[src/rtl/calc_pkg.sv]
// rtl/calc_pkg.sv - shared opcode constants and FSM state encoding for calc_arbiter
package calc_pkg;

  typedef enum logic [1:0] {
    ST_IDLE = 2'd0,
    ST_EXEC = 2'd1,
    ST_RESP = 2'd2
  } state_t;

  // Bit 2 swaps the operand roles, bit 1 selects abs of the second operand.
  localparam logic [2:0] OP_A_ADD_B  = 3'b000;
  localparam logic [2:0] OP_A_SUB_B  = 3'b001;
  localparam logic [2:0] OP_B_ADD_A  = 3'b100;
  localparam logic [2:0] OP_B_SUB_A  = 3'b101;
  localparam int         OP_SWAP_BIT = 2;
  localparam int         OP_ABS_BIT  = 1;

endpackage

[src/rtl/CombCalc.sv]
// rtl/CombCalc.sv - combinational add/sub/abs datapath built around a single adder
module CombCalc
  import calc_pkg::*;
#(
  parameter int W = 16
) (
  input  logic [2:0]   op,
  input  logic [W-1:0] a,
  input  logic [W-1:0] b,
  output logic [W-1:0] r,
  output logic         ovf
);

  logic [W-1:0] x;
  logic [W-1:0] y;
  logic [W-1:0] p;
  logic [W-1:0] q;
  logic         cin;
  logic         is_abs;
  logic         is_sub;

  always_comb begin
    is_abs = op[OP_ABS_BIT];
    is_sub = (op == OP_A_SUB_B) || (op == OP_B_SUB_A);
    x      = op[OP_SWAP_BIT] ? b : a;
    y      = op[OP_SWAP_BIT] ? a : b;
    // abs(y) is 0 + (~y) + 1 for negative y, so it shares the subtract path
    if (is_abs) begin
      p   = '0;
      q   = y[W-1] ? ~y : y;
      cin = y[W-1];
    end else begin
      p   = x;
      q   = is_sub ? ~y : y;
      cin = is_sub;
    end
    r   = p + q + {{(W-1){1'b0}}, cin};
    ovf = (p[W-1] == q[W-1]) && (r[W-1] != p[W-1]);
  end

endmodule

[src/rtl/calc_arbiter.sv]
// rtl/calc_arbiter.sv - two-requester round-robin front end for a single CombCalc
module calc_arbiter
  import calc_pkg::*;
#(
  parameter int W = 16
) (
  input  logic         clk,
  input  logic         rst_n,
  input  logic         req0_valid,
  input  logic         req1_valid,
  output logic         req0_ready,
  output logic         req1_ready,
  input  logic [2:0]   req0_op,
  input  logic [2:0]   req1_op,
  input  logic [W-1:0] req0_a,
  input  logic [W-1:0] req0_b,
  input  logic [W-1:0] req1_a,
  input  logic [W-1:0] req1_b,
  output logic         rsp_valid,
  input  logic         rsp_ready,
  output logic         rsp_id,
  output logic [W-1:0] rsp_r,
  output logic         rsp_ovf,
  output logic [7:0]   ovf_count,
  input  logic         ovf_clr
);

  state_t       state;
  logic         pri;
  logic         cur_id;
  logic [2:0]   cur_op;
  logic [W-1:0] cur_a;
  logic [W-1:0] cur_b;
  logic         any_valid;
  logic         grant_id;
  logic         accept;
  logic [W-1:0] calc_r;
  logic         calc_ovf;

  always_comb begin
    any_valid = req0_valid || req1_valid;
    grant_id  = (req0_valid && req1_valid) ? pri : req1_valid;
    accept    = rst_n && (state == ST_IDLE) && any_valid;
  end

  assign req0_ready = accept && !grant_id;
  assign req1_ready = accept && grant_id;

  CombCalc #(
    .W(W)
  ) u_calc (
    .op (cur_op),
    .a  (cur_a),
    .b  (cur_b),
    .r  (calc_r),
    .ovf(calc_ovf)
  );

  always_ff @(posedge clk or negedge rst_n) begin
    if (!rst_n) begin
      state     <= ST_IDLE;
      pri       <= 1'b0;
      cur_id    <= 1'b0;
      cur_op    <= '0;
      cur_a     <= '0;
      cur_b     <= '0;
      rsp_valid <= 1'b0;
      rsp_r     <= '0;
      rsp_ovf   <= 1'b0;
      rsp_id    <= 1'b0;
      ovf_count <= '0;
    end else begin
      unique case (state)
        ST_IDLE: begin
          if (any_valid) begin
            cur_id <= grant_id;
            cur_op <= grant_id ? req1_op : req0_op;
            cur_a  <= grant_id ? req1_a : req0_a;
            cur_b  <= grant_id ? req1_b : req0_b;
            pri    <= ~grant_id;
            state  <= ST_EXEC;
          end
        end
        ST_EXEC: begin
          rsp_r     <= calc_r;
          rsp_ovf   <= calc_ovf;
          rsp_id    <= cur_id;
          rsp_valid <= 1'b1;
          state     <= ST_RESP;
        end
        ST_RESP: begin
          if (rsp_ready) begin
            rsp_valid <= 1'b0;
            state     <= ST_IDLE;
          end
        end
        default: state <= ST_IDLE;
      endcase

      // Clear takes precedence over a same-cycle increment.
      if (ovf_clr) begin
        ovf_count <= '0;
      end else if ((state == ST_EXEC) && calc_ovf && (ovf_count != 8'hFF)) begin
        ovf_count <= ovf_count + 8'd1;
      end
    end
  end

endmodule

[config.mk]
export PLATFORM = sky130hd
export DESIGN_NAME = calc_arbiter
export DESIGN_NICKNAME = d
export VERILOG_FILES = /design/src/rtl/calc_pkg.sv /design/src/rtl/CombCalc.sv /design/src/rtl/calc_arbiter.sv
export SDC_FILE = /design/constraint.sdc
export NUM_CORES = 1
export LEC_CHECK = 0
export CAP_MARGIN = 10
export CORE_MARGIN = 10
export CORE_UTILIZATION = 24
export CTS_CLUSTER_SIZE = 16
export DETAILED_ROUTE_END_ITERATION = 7
export PLACE_DENSITY_LB_ADDON = 0.1
export SLEW_MARGIN = 20
export SYNTH_ARGS = -nofsm -noshare
export SYNTH_HDL_FRONTEND = slang
export SYNTH_SLANG_ARGS = --single-unit
[constraint.sdc]
create_clock -name clk -period 10.51 [get_ports clk]
set_input_delay 2.6275 -clock clk [delete_from_list [all_inputs] [get_ports clk]]
set_output_delay 2.6275 -clock clk [all_outputs]
set_load 0.05 [all_outputs]
Word level (Yosys, flattened, before mapping)
Cells that the tools add are included.
{"block": "totals", "regBits": 66, "input_bits": 76, "word_cells": 60}
{"block": "op_classes", "reduce_logical": 17, "muxes": 18, "n_bitwise": 2, "n_eq_ne": 9, "addsub": 3}
{"operator": "$mux W16", "count": 8}
{"operator": "$add A16 B1 Y16", "count": 1}
{"operator": "$add A16 B16 Y16", "count": 1}
{"operator": "$mux W8", "count": 2}
{"operator": "$not A16 Y16", "count": 1}
{"operator": "$add A8 B1 Y8 const B", "count": 1}
{"operator": "$logic_and A1 B1 Y1", "count": 8}
{"operator": "$ne A8 B8 Y1 const B", "count": 1}
{"operator": "$pmux W2 S3", "count": 1}
{"operator": "$reduce_and A2 Y1", "count": 3}
{"operator": "$mux W2", "count": 2}
{"operator": "$ne A2 B2 Y1 const B", "count": 2}
{"operator": "$reduce_bool A2 Y1", "count": 2}
{"operator": "$eq A3 B1 Y1 const B", "count": 1}
{"operator": "$eq A3 B3 Y1 const B", "count": 1}
{"operator": "$mux W1", "count": 3}
{"operator": "$mux W3", "count": 1}
{"operator": "$eq A2 B1 Y1 const B", "count": 1}
{"operator": "$eq A2 B2 Y1 const B", "count": 1}
{"operator": "$logic_not A2 Y1", "count": 1}
{"operator": "$logic_or A1 B1 Y1", "count": 2}
{"operator": "$pmux W1 S2", "count": 1}
{"operator": "$eq A1 B1 Y1", "count": 1}
{"operator": "$logic_not A1 Y1", "count": 1}
{"operator": "other kinds (2)", "count": 2}

Longest topological paths before layout
Gate-level depths: netlist of run 1.
{"block": "depth", "depth_word": 12, "mapped_depth": 16, "ltp_nobuf": 14}

Cells and area by module
Synthesis of run 1 repeated with hierarchy kept, for this count alone.
{"block": "unflattened", "cells_unflattened": 417, "hier_area_um2": 4237.8}
{"module": "calc_arbiter", "area_per_inst_um2": 2791.4, "n_inst": 1, "cells_per_inst": 219}
{"module": "CombCalc", "area_per_inst_um2": 1446.4, "n_inst": 1, "cells_per_inst": 198}

Worst setup path before layout of run 1
OpenSTA, ideal clock, no wires.
{"block": "synth_path", "path_kind": "in2out", "startpoint": "in req1_valid", "endpoint": "out req0_ready", "path_stages": 4, "n_path_buf": 1, "arrival_ns": 3.921, "slack_ns": 3.962, "t_required_ns": 7.883, "path_cell_list": "o21ai_0 -> a21oi_1 -> clkbuf_1 -> and2_1"}
{"block": "synth_via", "elab_chain_cells": 4, "elab_cells_between_ends": 6, "cone_classes": "mux: 1; reduce/logical: 5"}
{"item": "start: declaration", "line_no": "calc_arbiter.sv:10", "text": "input logic req1_valid,"}
{"item": "$logic_and A1 B1 Y1", "line_no": "calc_arbiter.sv:42", "text": "grant_id = (req0_valid && req1_valid) ? pri : req1_valid;"}
{"item": "$mux W1", "line_no": "calc_arbiter.sv:42"}
{"item": "$logic_not A1 Y1", "line_no": "calc_arbiter.sv:46", "text": "assign req0_ready = accept && !grant_id;"}
{"item": "$logic_and A1 B1 Y1 *", "line_no": "calc_arbiter.sv:46"}
{"item": "end: declaration", "line_no": "calc_arbiter.sv:11", "text": "output logic req0_ready,"}
Mark *: on every way between the ends. The rest lies on a longest branch, timed or not.

Worst setup path after layout of run 1
Same ends and word-level chain as after synthesis.

==> impl_results.rst, run 1 <==
.. list-table::
   :header-rows: 1

   * - Metric
     - Value
   * - Maximum clock insertion buffer count
     - 2
   * - Overall overflow remaining after global route
     - 0
   * - Critical path start-end classification
     - primary input to output port
   * - Max capacitance violation total
     - 0
   * - Post-route clock skew
     - between 0.008 and 0.009 ns
   * - Number of primary I/O pins
     - roughly 110
   * - Resize count post-CTS
     - 0
   * - CTS sink count
     - 66
   * - Clock transition at the registers of the reported paths
     - roughly 0.050 ns
   * - Achievable Freq
     - 138 MHz
   * - Count of endpoints failing setup in the final report
     - 0
   * - Met3 routed wirelength
     - roughly 760 um
   * - Antenna cells
     - 0
   * - Share of Yosys cell area claimed by the top area cell type
     - 0.391
   * - Count of distinct cell types in the synthesized netlist
     - 47
   * - Residual DRC
     - 0
   * - Setup repair after global routing missed its margin
     - false
   * - Post-route met1 wirelength
     - 6.14 mm
   * - Maximum number of pins on one net before global-route repair
     - 40
   * - Slew Limit Headroom
     - 0.367
   * - Routed length per instance
     - approximately 15 um
   * - Count of mapped cells out of synthesis
     - between 400 and 500
   * - Flop and latch count out of synthesis
     - 66
   * - Net count reported at finish
     - approximately 640
   * - Routed via count divided by cell count
     - 4.55
   * - Area of the placeable core
     - 0.0173 mm^2
   * - EDFF count, synth
     - 0
   * - CTS tree
     - done
   * - Sequential area share after synthesis
     - 0.391
   * - Final critical-path share of the clock period
     - 0.687
   * - Starting density of the core
     - 0.244
   * - TritonCTS Buffers
     - 9
   * - TritonRoute pass-1 iters
     - 6
   * - Hpwl dp
     - ~9.4 mm
   * - Number of nets with antenna violations after detailed routing
     - 0
   * - Net count after synthesis
     - approximately 540
   * - Type of the worst min-delay path
     - flip-flop to flip-flop
   * - CTS root buf
     - clkbuf_16
   * - Count of routing violations after the opening detailed-route iteration
     - between 200 and 250
   * - Fill cells
     - 1819
   * - Highest fanout seen on the critical path
     - 39
   * - Die Span X
     - about 150 um
   * - Height of the chip
     - 153 um
   * - CP required
     - around 7.9 ns
   * - Die footprint
     - 0.0233 mm^2
   * - Status
     - finished clean
   * - Most used flip-flop cell after synthesis
     - dfrtp_1
   * - RePlAce Congestion
     - between 0.7 and 0.8
   * - Top cells by area in the synthesized netlist
     - dfrtp_1, mux2i_1, a222oi_1
   * - Max-slew violation total from the final report
     - 0
   * - Area of the mapped netlist
     - 0.00422 mm^2
   * - Data arrival time of the critical path
     - 4.60 ns
   * - Overall routed net length
     - ~12 mm
   * - Initial antenna violation count
     - 0
   * - P&R area growth vs syn
     - 37.1%
   * - Post-CTS setup-driven buffer insertion count
     - 0
   * - Number of levels in the clock H-tree
     - 3
   * - Commonest non-fill, non-tap cells in the layout
     - clkdlybuf4s50_1, dfrtp_1, inv_1, mux2i_1, nand2_1
   * - Final critical-path required period
     - ~7.2 ns
   * - Later-pin clock latency in the skew report
     - between 0.3 and 0.4 ns
   * - Total track usage
     - 0.105
   * - Std-Cell Rows
     - 48
   * - Setup TNS after final layout
     - 0 ns
   * - Hold Violations, Final
     - 0
   * - Share of cells above drive strength 1
     - 0.0567
   * - Sort of element at the end of the critical path
     - output port
   * - Count of warnings emitted by yosys
     - 0
   * - Dominant cell type by area after synthesis
     - dfrtp_1
   * - Worst slew pin tran
     - 0.949 ns
   * - Most common cell after layout, fill and taps aside
     - clkdlybuf4s50_1
   * - Average cell area after synthesis
     - roughly 9.4 um^2
   * - Met2 WL
     - between 4 and 5 mm
   * - Global-route wire length before repair
     - between 20 and 25 mm
   * - CTS Hold Bufs
     - 0
   * - # port buffers
     - ~100
   * - Number of vias in the routed layout
     - ~3500
   * - Startpoint types
     - primary input
   * - Fraction of registers with async set/reset
     - 1.00
   * - DR top layer
     - met4
   * - Number of global-route vias before repair
     - 3727
[logic make-up after synthesis]
logic type,after synthesis,synth area share
simple gates,123,0.136
compound gates,97,0.180
buf+inv,74,0.0703
flops,66,0.391
mux,47,0.114
xor+xnor,26,0.0540
fa+ha+maj,17,0.0540
[layout make-up]
type	instances	area, um^2	share of cell area
Clock buffer	10	229	0.0396
Multi-Input combinational cell	310	2280	0.395
Tap cell	225	282	0.0487
Inverter	46	173	0.0298
Clock inverter	6	90.1	0.0156
Timing Repair Buffer	109	1080	0.186
Sequential cell	66	1650	0.286
[worst max-delay path, stage by stage]
cell and delay, ns:
clkdlybuf4s50_1 0.53, o21ai_2 0.07, buf_4 0.27, a21oi_2 0.16, and2_1 0.14, clkdlybuf4s50_1 0.80
[layer usage]
layer,vias to the layer above,track usage
li1,1798,-
met1,1602,0.142
met2,104,0.150
met3,7,0.0381
met4,0,0.0313
met5,-,0
[worst paths after layout]
path / cells after the start / endpoint / slack (ns) / start
min in group asynchronous: 1 / cur_b[9]$_DFFE_PN0P_ / 2.23 / rst_n
max in group asynchronous: 2 / cur_op[2]$_DFFE_PN0P_ / 7.40 / rst_n
worst min register to register: 1 / pri$_DFFE_PN0P_ / 0.48 / pri$_DFFE_PN0P_
worst max-delay path: 6 / req0_ready / 3.29 / req1_valid
worst max register to register: 12 / ovf_count[0]$_DFFE_PN0P_ / 5.86 / cur_op[2]$_DFFE_PN0P_
worst min-delay path: 1 / pri$_DFFE_PN0P_ / 0.48 / pri$_DFFE_PN0P_
[through the flow]
step | area, um^2 | util | setup slack, ns | hold slack, ns | cells
after global placement | 5470 | 0.316 | 3.26 | 0.462 | 756
after detailed placement | 5470 | 0.316 | 3.26 | 0.462 | 756
after CTS | 5790 | 0.334 | 3.26 | 0.477 | 772
final | 5790 | 0.334 | 3.29 | 0.476 | 772
after floorplan | 4220 | - | 3.96 | 0.439 | 450
after global routing | 5790 | 0.334 | 3.18 | 0.485 | 772
[state kept, by name, indices dropped and copies added (netlist names)]
signal,cells
cur_a,16
rsp_valid,1
cur_b,16
rsp_ovf,1
rsp_r,16
rsp_id,1
cur_op,3
cur_id,1
state,2
pri,1
ovf_count,8
[Yosys cell counts, types with 2 or more instances]
cell type / count
a21boi_1: 2
a21o_1: 8
a21oi_1: 11
a222oi_1: 35
and2_1: 4
and3_1: 4
buf_1: 5
buf_2: 3
buf_6: 2
clkbuf_1: 18
dfrtp_1: 66
fa_1: 2
ha_1: 15
inv_1: 46
mux2_1: 6
mux2i_1: 40
nand2_1: 37
nand2b_1: 8
nand3_1: 12
nand4_1: 2
nor2_1: 36
nor2b_1: 10
nor3_1: 4
o21ai_0: 11
o21ai_1: 15
o21bai_1: 2
o31ai_1: 2
xnor2_1: 4
xor2_1: 22
Power of run 1 is not shown: default switching activity piles up to over one toggle a cycle in this logic, so the estimate is an artifact.
==> inputs of run 2 (changes only) <==
==> constraint.sdc (replaced) <==
create_clock -name clk -period 6.2 [get_ports clk]
set_input_delay 1.55 -clock clk [delete_from_list [all_inputs] [get_ports clk]]
set_output_delay 1.55 -clock clk [all_outputs]
set_load 0.05 [all_outputs]
==> run 2 against run 1 <==
Net effect: cell count unchanged; die area unchanged; worst hold slack improved by 0.0041 ns; critical path depth decreased by 1; register-to-register slack got worse by 4.2 ns; highest routed layer unchanged; routed wire length increased by 1.2%; critical endpoint unchanged; flip-flop and latch count unchanged.
==> impl_results.rst, run 2 (synthesis gave the netlist of run 1 again) <==
.. list-table::
   :header-rows: 1

   * - Metric
     - Value
   * - P&R area growth vs syn
     - 35.6%
   * - Overall overflow remaining after global route
     - 0 (unchanged)
   * - Final critical-path required period
     - 4.81 ns
   * - Total track usage
     - 0.105 (+0.000500)
   * - Initial antenna violation count
     - 0 (unchanged)
   * - Most common cell after layout, fill and taps aside
     - clkdlybuf4s50_1
   * - Crit path cell chain
     - clkdlybuf4s50_1 -> o21ai_2 -> a21oi_2 -> and2_1 -> clkdlybuf4s50_1
   * - Overall routed net length
     - 12.1 mm (+1.2%)
   * - Critical path buffers and inverters
     - 2 (-1)
   * - Achievable Freq
     - ~210 MHz
   * - Area of the placeable core
     - 0.0173 mm^2 (unchanged)
   * - CP required
     - 4.65 ns (-3.23 ns)
   * - Highest fanout seen on the critical path
     - 3 (-92%)
   * - TritonCTS Buffers
     - 9 (unchanged)
   * - Share of cells above drive strength 1
     - 0.0512 (-0.00548)
   * - Top Registers
     - cur_a: 16 flops, cur_b: 16 flops, rsp_r: 16 flops
   * - Residual DRC
     - 0 (unchanged)
   * - CTS sink count
     - 66 (unchanged)
   * - Height of the chip
     - 153 um (unchanged)
   * - TritonRoute pass-1 iters
     - 6 (unchanged)
   * - Largest stage delay on the critical path
     - 0.80 ns (about the same)
   * - Hold-critical path depth
     - 2 (+1)
   * - Die footprint
     - 0.0233 mm^2 (unchanged)
   * - Hold Violations, Final
     - 0 (unchanged)
   * - Number of primary I/O pins
     - 105 (unchanged)
   * - Setup TNS after final layout
     - 0 ns (unchanged)
   * - Later-pin clock latency in the skew report
     - 0.33 ns (about the same)
   * - Net count reported at finish
     - 635 (unchanged)
   * - Sort of element at the end of the critical path
     - output port
   * - End of the worst hold path
     - rsp_r[7]$_DFFE_PN0P_
   * - RePlAce Congestion
     - 0.784 (+4.5%)
   * - Number of levels in the clock H-tree
     - 3 (unchanged)
   * - # port buffers
     - 104 (unchanged)
   * - Commonest non-fill, non-tap cells in the layout
     - clkdlybuf4s50_1, dfrtp_1, inv_1, mux2i_1, nand2_1
   * - CTS tree
     - done
   * - Critical path start-end classification
     - primary input to output port
   * - Die Span X
     - 153 um (unchanged)
   * - Reg-to-reg critical path endpoint
     - ovf_count[0]$_DFFE_PN0P_
   * - Maximum number of pins on one net before global-route repair
     - 39 (-2.5%)
   * - Worst slew pin tran
     - 0.909 ns (-0.0402 ns)
   * - Max capacitance violation total
     - 0 (unchanged)
   * - Resize count post-CTS
     - 0 (unchanged)
   * - Cell count of the worst reg-to-reg path
     - 12 (unchanged)
   * - Count of routing violations after the opening detailed-route iteration
     - 245 (+10%)
   * - Number of global-route vias before repair
     - 3764 (+0.99%)
   * - Startpoint of the worst register-to-register path
     - cur_op[2]$_DFFE_PN0P_
   * - Critical path's slowest cell
     - clkdlybuf4s50_1
   * - Setup repair after global routing missed its margin
     - false
   * - Antenna cells
     - 0 (unchanged)
   * - Crit-path most repeated cell
     - clkdlybuf4s50_1
   * - CTS Hold Bufs
     - 0 (unchanged)
   * - Data arrival time of the critical path
     - 3.26 ns (-1.34 ns)
   * - Routed via count divided by cell count
     - 4.55 (+0.11%)
   * - Register-to-register path setup slack
     - 1.66 ns (-4.20 ns)
   * - Final critical-path share of the clock period
     - 0.776
   * - Status
     - finished clean
   * - Startpoint types
     - primary input
   * - Hold Startpoint
     - rsp_r[7]$_DFFE_PN0P_
   * - Number of nets with antenna violations after detailed routing
     - 0 (unchanged)
   * - Count of endpoints failing setup in the final report
     - 0 (unchanged)
   * - Slew Limit Headroom
     - 0.394 (+0.0268)
   * - Number of vias in the routed layout
     - 3515 (+0.11%)
   * - Post-CTS setup-driven buffer insertion count
     - 0 (unchanged)
   * - Maximum clock insertion buffer count
     - 2 (unchanged)
   * - Max-slew violation total from the final report
     - 0 (unchanged)
   * - Global-route wire length before repair
     - 20.1 mm (-0.10%)
   * - Critical path's top delay family
     - buffers and inverters
   * - Routed length per instance
     - 15.7 um (+1.2%)
   * - Type of the worst min-delay path
     - flip-flop to flip-flop
   * - Std-Cell Rows
     - 48 (unchanged)
   * - Starting density of the core
     - 0.244 (unchanged)
   * - Clock transition at the registers of the reported paths
     - 0.05 ns (about the same)
   * - Hpwl dp
     - 9.59 mm (+1.5%)
   * - Post-route clock skew
     - 0.00738 ns (-0.00107 ns)
   * - CTS root buf
     - clkbuf_16
==> run 2: cell types whose count changed in the layout (fill, tap and decap cells not counted), sizes merged <==
cell	change
bufinv	-2
clkbuf	+3
inv	-1
==> run 2: worst max-delay path by stage <==
stage                          start    endpoint  slack, ns  depth (start not counted)
after floorplan           req1_valid  req0_ready       1.81                          4
after global placement    req1_valid  req0_ready       1.40                          5
after detailed placement  req1_valid  req0_ready       1.38                          5
after CTS                 req1_valid  req0_ready       1.38                          5
after global routing      req1_valid  req0_ready       1.32                          5
final                     req1_valid  req0_ready       1.39                          5
==> run 2: routing by layer <==
| metal | GRT usage | part of all wire | vias up |
|---|---|---|---|
| met3 | 0.0375 | 0.068 | 11 |
| met4 | 0.0422 | 0.015 | 0 |
| met5 | 0 | 0 | - |
| met1 | 0.142 | 0.50 | 1609 |
| li1 | - | - | 1801 |
| met2 | 0.148 | 0.41 | 94 |
==> run 2: worst register-to-register path, stage by stage (launching register included) <==
cell	delay, ns
dfrtp_2	0.95
nand2_1	0.12
o211ai_1	0.13
o21ai_2	0.30
xor2_1	0.28
fa_1	0.51
a211oi_2	0.23
o21ai_1	0.16
o31ai_4	0.32
o21ai_1	0.16
o22ai_2	0.55
mux2i_1	0.39
mux2_4	0.33
==> run 2: final cells by class <==
cell class	instances	area, um^2
Clock buffer	13	240
Clock inverter	3	17.5
Fill cell	1800	11600
Timing Repair Buffer	109	1080
Inverter	46	173
Multi-Input combinational cell	310	2280
Tap cell	225	282
Sequential cell	66	1650
==> run 2: through the flow <==
step                utilization  cells  instance area (um^2)  worst slack (ns)  hold slack [ns]
floorplan                     -    450                  4220              1.81            0.439
global placement          0.316    756                  5470              1.40            0.457
detailed placement        0.316    756                  5470              1.38            0.470
CTS                       0.331    772                  5720              1.38            0.484
global route              0.331    772                  5720              1.32            0.506
finish                    0.331    772                  5720              1.39            0.480
Power of run 2 is left out for the same reason.
==> inputs of run 3 (changes only) <==
==> constraint.sdc (replaced) <==
create_clock -name clk -period 4.8 [get_ports clk]
set_input_delay 1.2 -clock clk [delete_from_list [all_inputs] [get_ports clk]]
set_output_delay 1.2 -clock clk [all_outputs]
set_load 0.05 [all_outputs]
==> run 3 against run 2 <==
Net effect: clock skew shrank 0.0017 ns; cell count grew 0.39%; core utilization grew 0.52 points; via count grew 0.54%; final area grew 1.6%; worst hold slack lost 0.0070 ns.
==> impl_results.rst, run 3 (synthesis gave the netlist of run 1 again) <==
.. list-table::
   :header-rows: 1

   * - Metric
     - Value
   * - Type of the worst min-delay path
     - flip-flop to flip-flop
   * - Max-slew violation total from the final report
     - 0 (unchanged)
   * - Number of levels in the clock H-tree
     - 3 (unchanged)
   * - Max capacitance violation total
     - 0 (unchanged)
   * - Initial antenna violation count
     - 0 (unchanged)
   * - Routed length per instance
     - 15.8 um (+1.1%)
   * - CTS sink count
     - 66 (unchanged)
   * - Share of cells above drive strength 1
     - 0.0636 (+0.0124)
   * - Post-route clock skew
     - 0.00563 ns (-0.00174 ns)
   * - Critical path's slowest cell
     - o22ai_2
   * - Hold Violations, Final
     - 0 (unchanged)
   * - Crit path cell chain
     - buf_4 -> mux2i_1 -> xor2_1 -> ha_1 -> a211oi_2 -> o21ai_1 -> o31ai_4 -> o21ai_1 -> o22ai_2 -> mux2i_1 -> mux2_4
   * - Critical path start-end classification
     - flip-flop to flip-flop
   * - Sort of element at the end of the critical path
     - flip-flop
   * - Setup repair after global routing missed its margin
     - false
   * - Later-pin clock latency in the skew report
     - 0.33 ns (about the same)
   * - Maximum number of pins on one net before global-route repair
     - 39 (unchanged)
   * - Achievable Freq
     - roughly 250 MHz
   * - Number of nets with antenna violations after detailed routing
     - 0 (unchanged)
   * - Height of the chip
     - 153 um (unchanged)
   * - Critical path's top delay family
     - compound AO/OA/AOI/OAI gates
   * - CTS Hold Bufs
     - 0 (unchanged)
   * - Clock transition at the registers of the reported paths
     - 0.06 ns (about the same)
   * - Worst slew pin tran
     - 0.629 ns (-0.280 ns)
   * - Data arrival time of the critical path
     - 4.14 ns (+0.88 ns)
   * - Die Span X
     - 153 um (unchanged)
   * - Top Registers
     - cur_a: 16 flops, cur_b: 16 flops, rsp_r: 16 flops
   * - Hpwl dp
     - 9.68 mm (+0.96%)
   * - Net count reported at finish
     - 638 (+0.47%)
   * - Antenna cells
     - 0 (unchanged)
   * - Resize count post-CTS
     - 0 (unchanged)
   * - Total track usage
     - 0.109 (+0.00373)
   * - Final critical-path required period
     - 3.92 ns
   * - TritonCTS Buffers
     - 9 (unchanged)
   * - Number of primary I/O pins
     - 105 (unchanged)
   * - Area of the placeable core
     - 0.0173 mm^2 (unchanged)
   * - Maximum clock insertion buffer count
     - 2 (unchanged)
   * - CTS tree
     - done
   * - Global-route wire length before repair
     - 20.8 mm (+3.3%)
   * - Largest stage delay on the critical path
     - 0.51 ns (-0.29 ns)
   * - Count of endpoints failing setup in the final report
     - 0 (unchanged)
   * - Slew Limit Headroom
     - 0.579 (+0.185)
   * - Overall overflow remaining after global route
     - 0 (unchanged)
   * - RePlAce Congestion
     - 0.812 (+3.6%)
   * - P&R area growth vs syn
     - 37.8%
   * - CP required
     - 5.02 ns (+0.37 ns)
   * - TritonRoute pass-1 iters
     - 8 (+2)
   * - Starting density of the core
     - 0.244 (unchanged)
   * - Setup TNS after final layout
     - 0 ns (unchanged)
   * - Most common cell after layout, fill and taps aside
     - clkdlybuf4s50_1
   * - Highest fanout seen on the critical path
     - 27 (+24)
   * - Status
     - finished clean
   * - Residual DRC
     - 0 (unchanged)
   * - Std-Cell Rows
     - 48 (unchanged)
   * - Startpoint types
     - flip-flop
   * - Final critical-path share of the clock period
     - 0.817
   * - CTS root buf
     - clkbuf_16
   * - Post-CTS setup-driven buffer insertion count
     - 0 (unchanged)
   * - Critical path buffers and inverters
     - 1 (-1)
   * - Commonest non-fill, non-tap cells in the layout
     - clkdlybuf4s50_1, dfrtp_1, inv_1, mux2i_1, nand2_1
   * - # port buffers
     - 104 (unchanged)
   * - Overall routed net length
     - 12.3 mm (+1.5%)
   * - Routed via count divided by cell count
     - 4.56 (+0.15%)
   * - Number of vias in the routed layout
     - 3534 (+0.54%)
   * - Count of routing violations after the opening detailed-route iteration
     - 211 (-14%)
   * - Die footprint
     - 0.0233 mm^2 (unchanged)
   * - Number of global-route vias before repair
     - 3807 (+1.1%)
## run 3: changes by cell type in the layout (fill, tap and decap cells not counted)
cell / before / now
clkbuf_8: 0 / 4
clkinvlp_4: 1 / 0
clkbuf_1: 4 / 2
bufinv_16: 0 / 1
buf_4: 6 / 10
clkinv_2: 2 / 0
buf_12: 0 / 1
clkdlybuf4s50_1: 103 / 101
## run 3: area by class of cell
| class | instances | area (um^2) |
|---|---|---|
| inverters | 46 | 173 |
| well taps | 225 | 282 |
| clock inverters | 1 | 30.0 |
| repair buffers | 112 | 1110 |
| clock buffers | 15 | 288 |
| flip-flops and latches | 66 | 1650 |
| multi-input cells | 310 | 2280 |
| fillers | 1810 | 11500 |
## run 3: worst paths after layout
path	start	endpoint	slack (ns)	depth (start not counted)
min in group asynchronous	rst_n	cur_b[8]$_DFFE_PN0P_	0.80	1
hold / removal	cur_id$_DFFE_PN0P_	rsp_id$_DFFE_PN0P_	0.47	2
hold reg to reg	cur_id$_DFFE_PN0P_	rsp_id$_DFFE_PN0P_	0.47	2
setup reg to reg	cur_op[2]$_DFFE_PN0P_	ovf_count[0]$_DFFE_PN0P_	0.88	11
max in group asynchronous	rst_n	cur_op[2]$_DFFE_PN0P_	3.12	2
setup / recovery	cur_op[2]$_DFFE_PN0P_	ovf_count[0]$_DFFE_PN0P_	0.88	11
## run 3: worst reg2reg max path, cell delays in order (launching register included)
cell	delay (ns)
dfrtp_2	0.47
buf_4	0.41
mux2i_1	0.28
xor2_1	0.23
ha_1	0.30
a211oi_2	0.25
o21ai_1	0.16
o31ai_4	0.33
o21ai_1	0.16
o22ai_2	0.51
mux2i_1	0.38
mux2_4	0.33
## run 3: per-stage QoR
step                hold WS, ns  setup WS [ns]   util  cell area, um^2  instances
floorplan                 0.439           1.03      -             4220        450
global placement          0.452          0.880  0.318             5500        759
detailed placement        0.459          0.801  0.318             5500        759
CTS                       0.478          0.804  0.336             5810        775
global route              0.494          0.559  0.336             5810        775
finish                    0.473          0.878  0.336             5810        775
## run 3: per-layer routing
metal / up-vias / wire length [um] / track usage
met1: 1619 / 6170 / 0.149
li1: 1800 / - / -
met3: 11 / 939 / 0.0415
met4: 0 / 163 / 0.0381
met2: 104 / 4990 / 0.151
met5: - / 0 / 0
Power of run 3 is left out for the same reason.
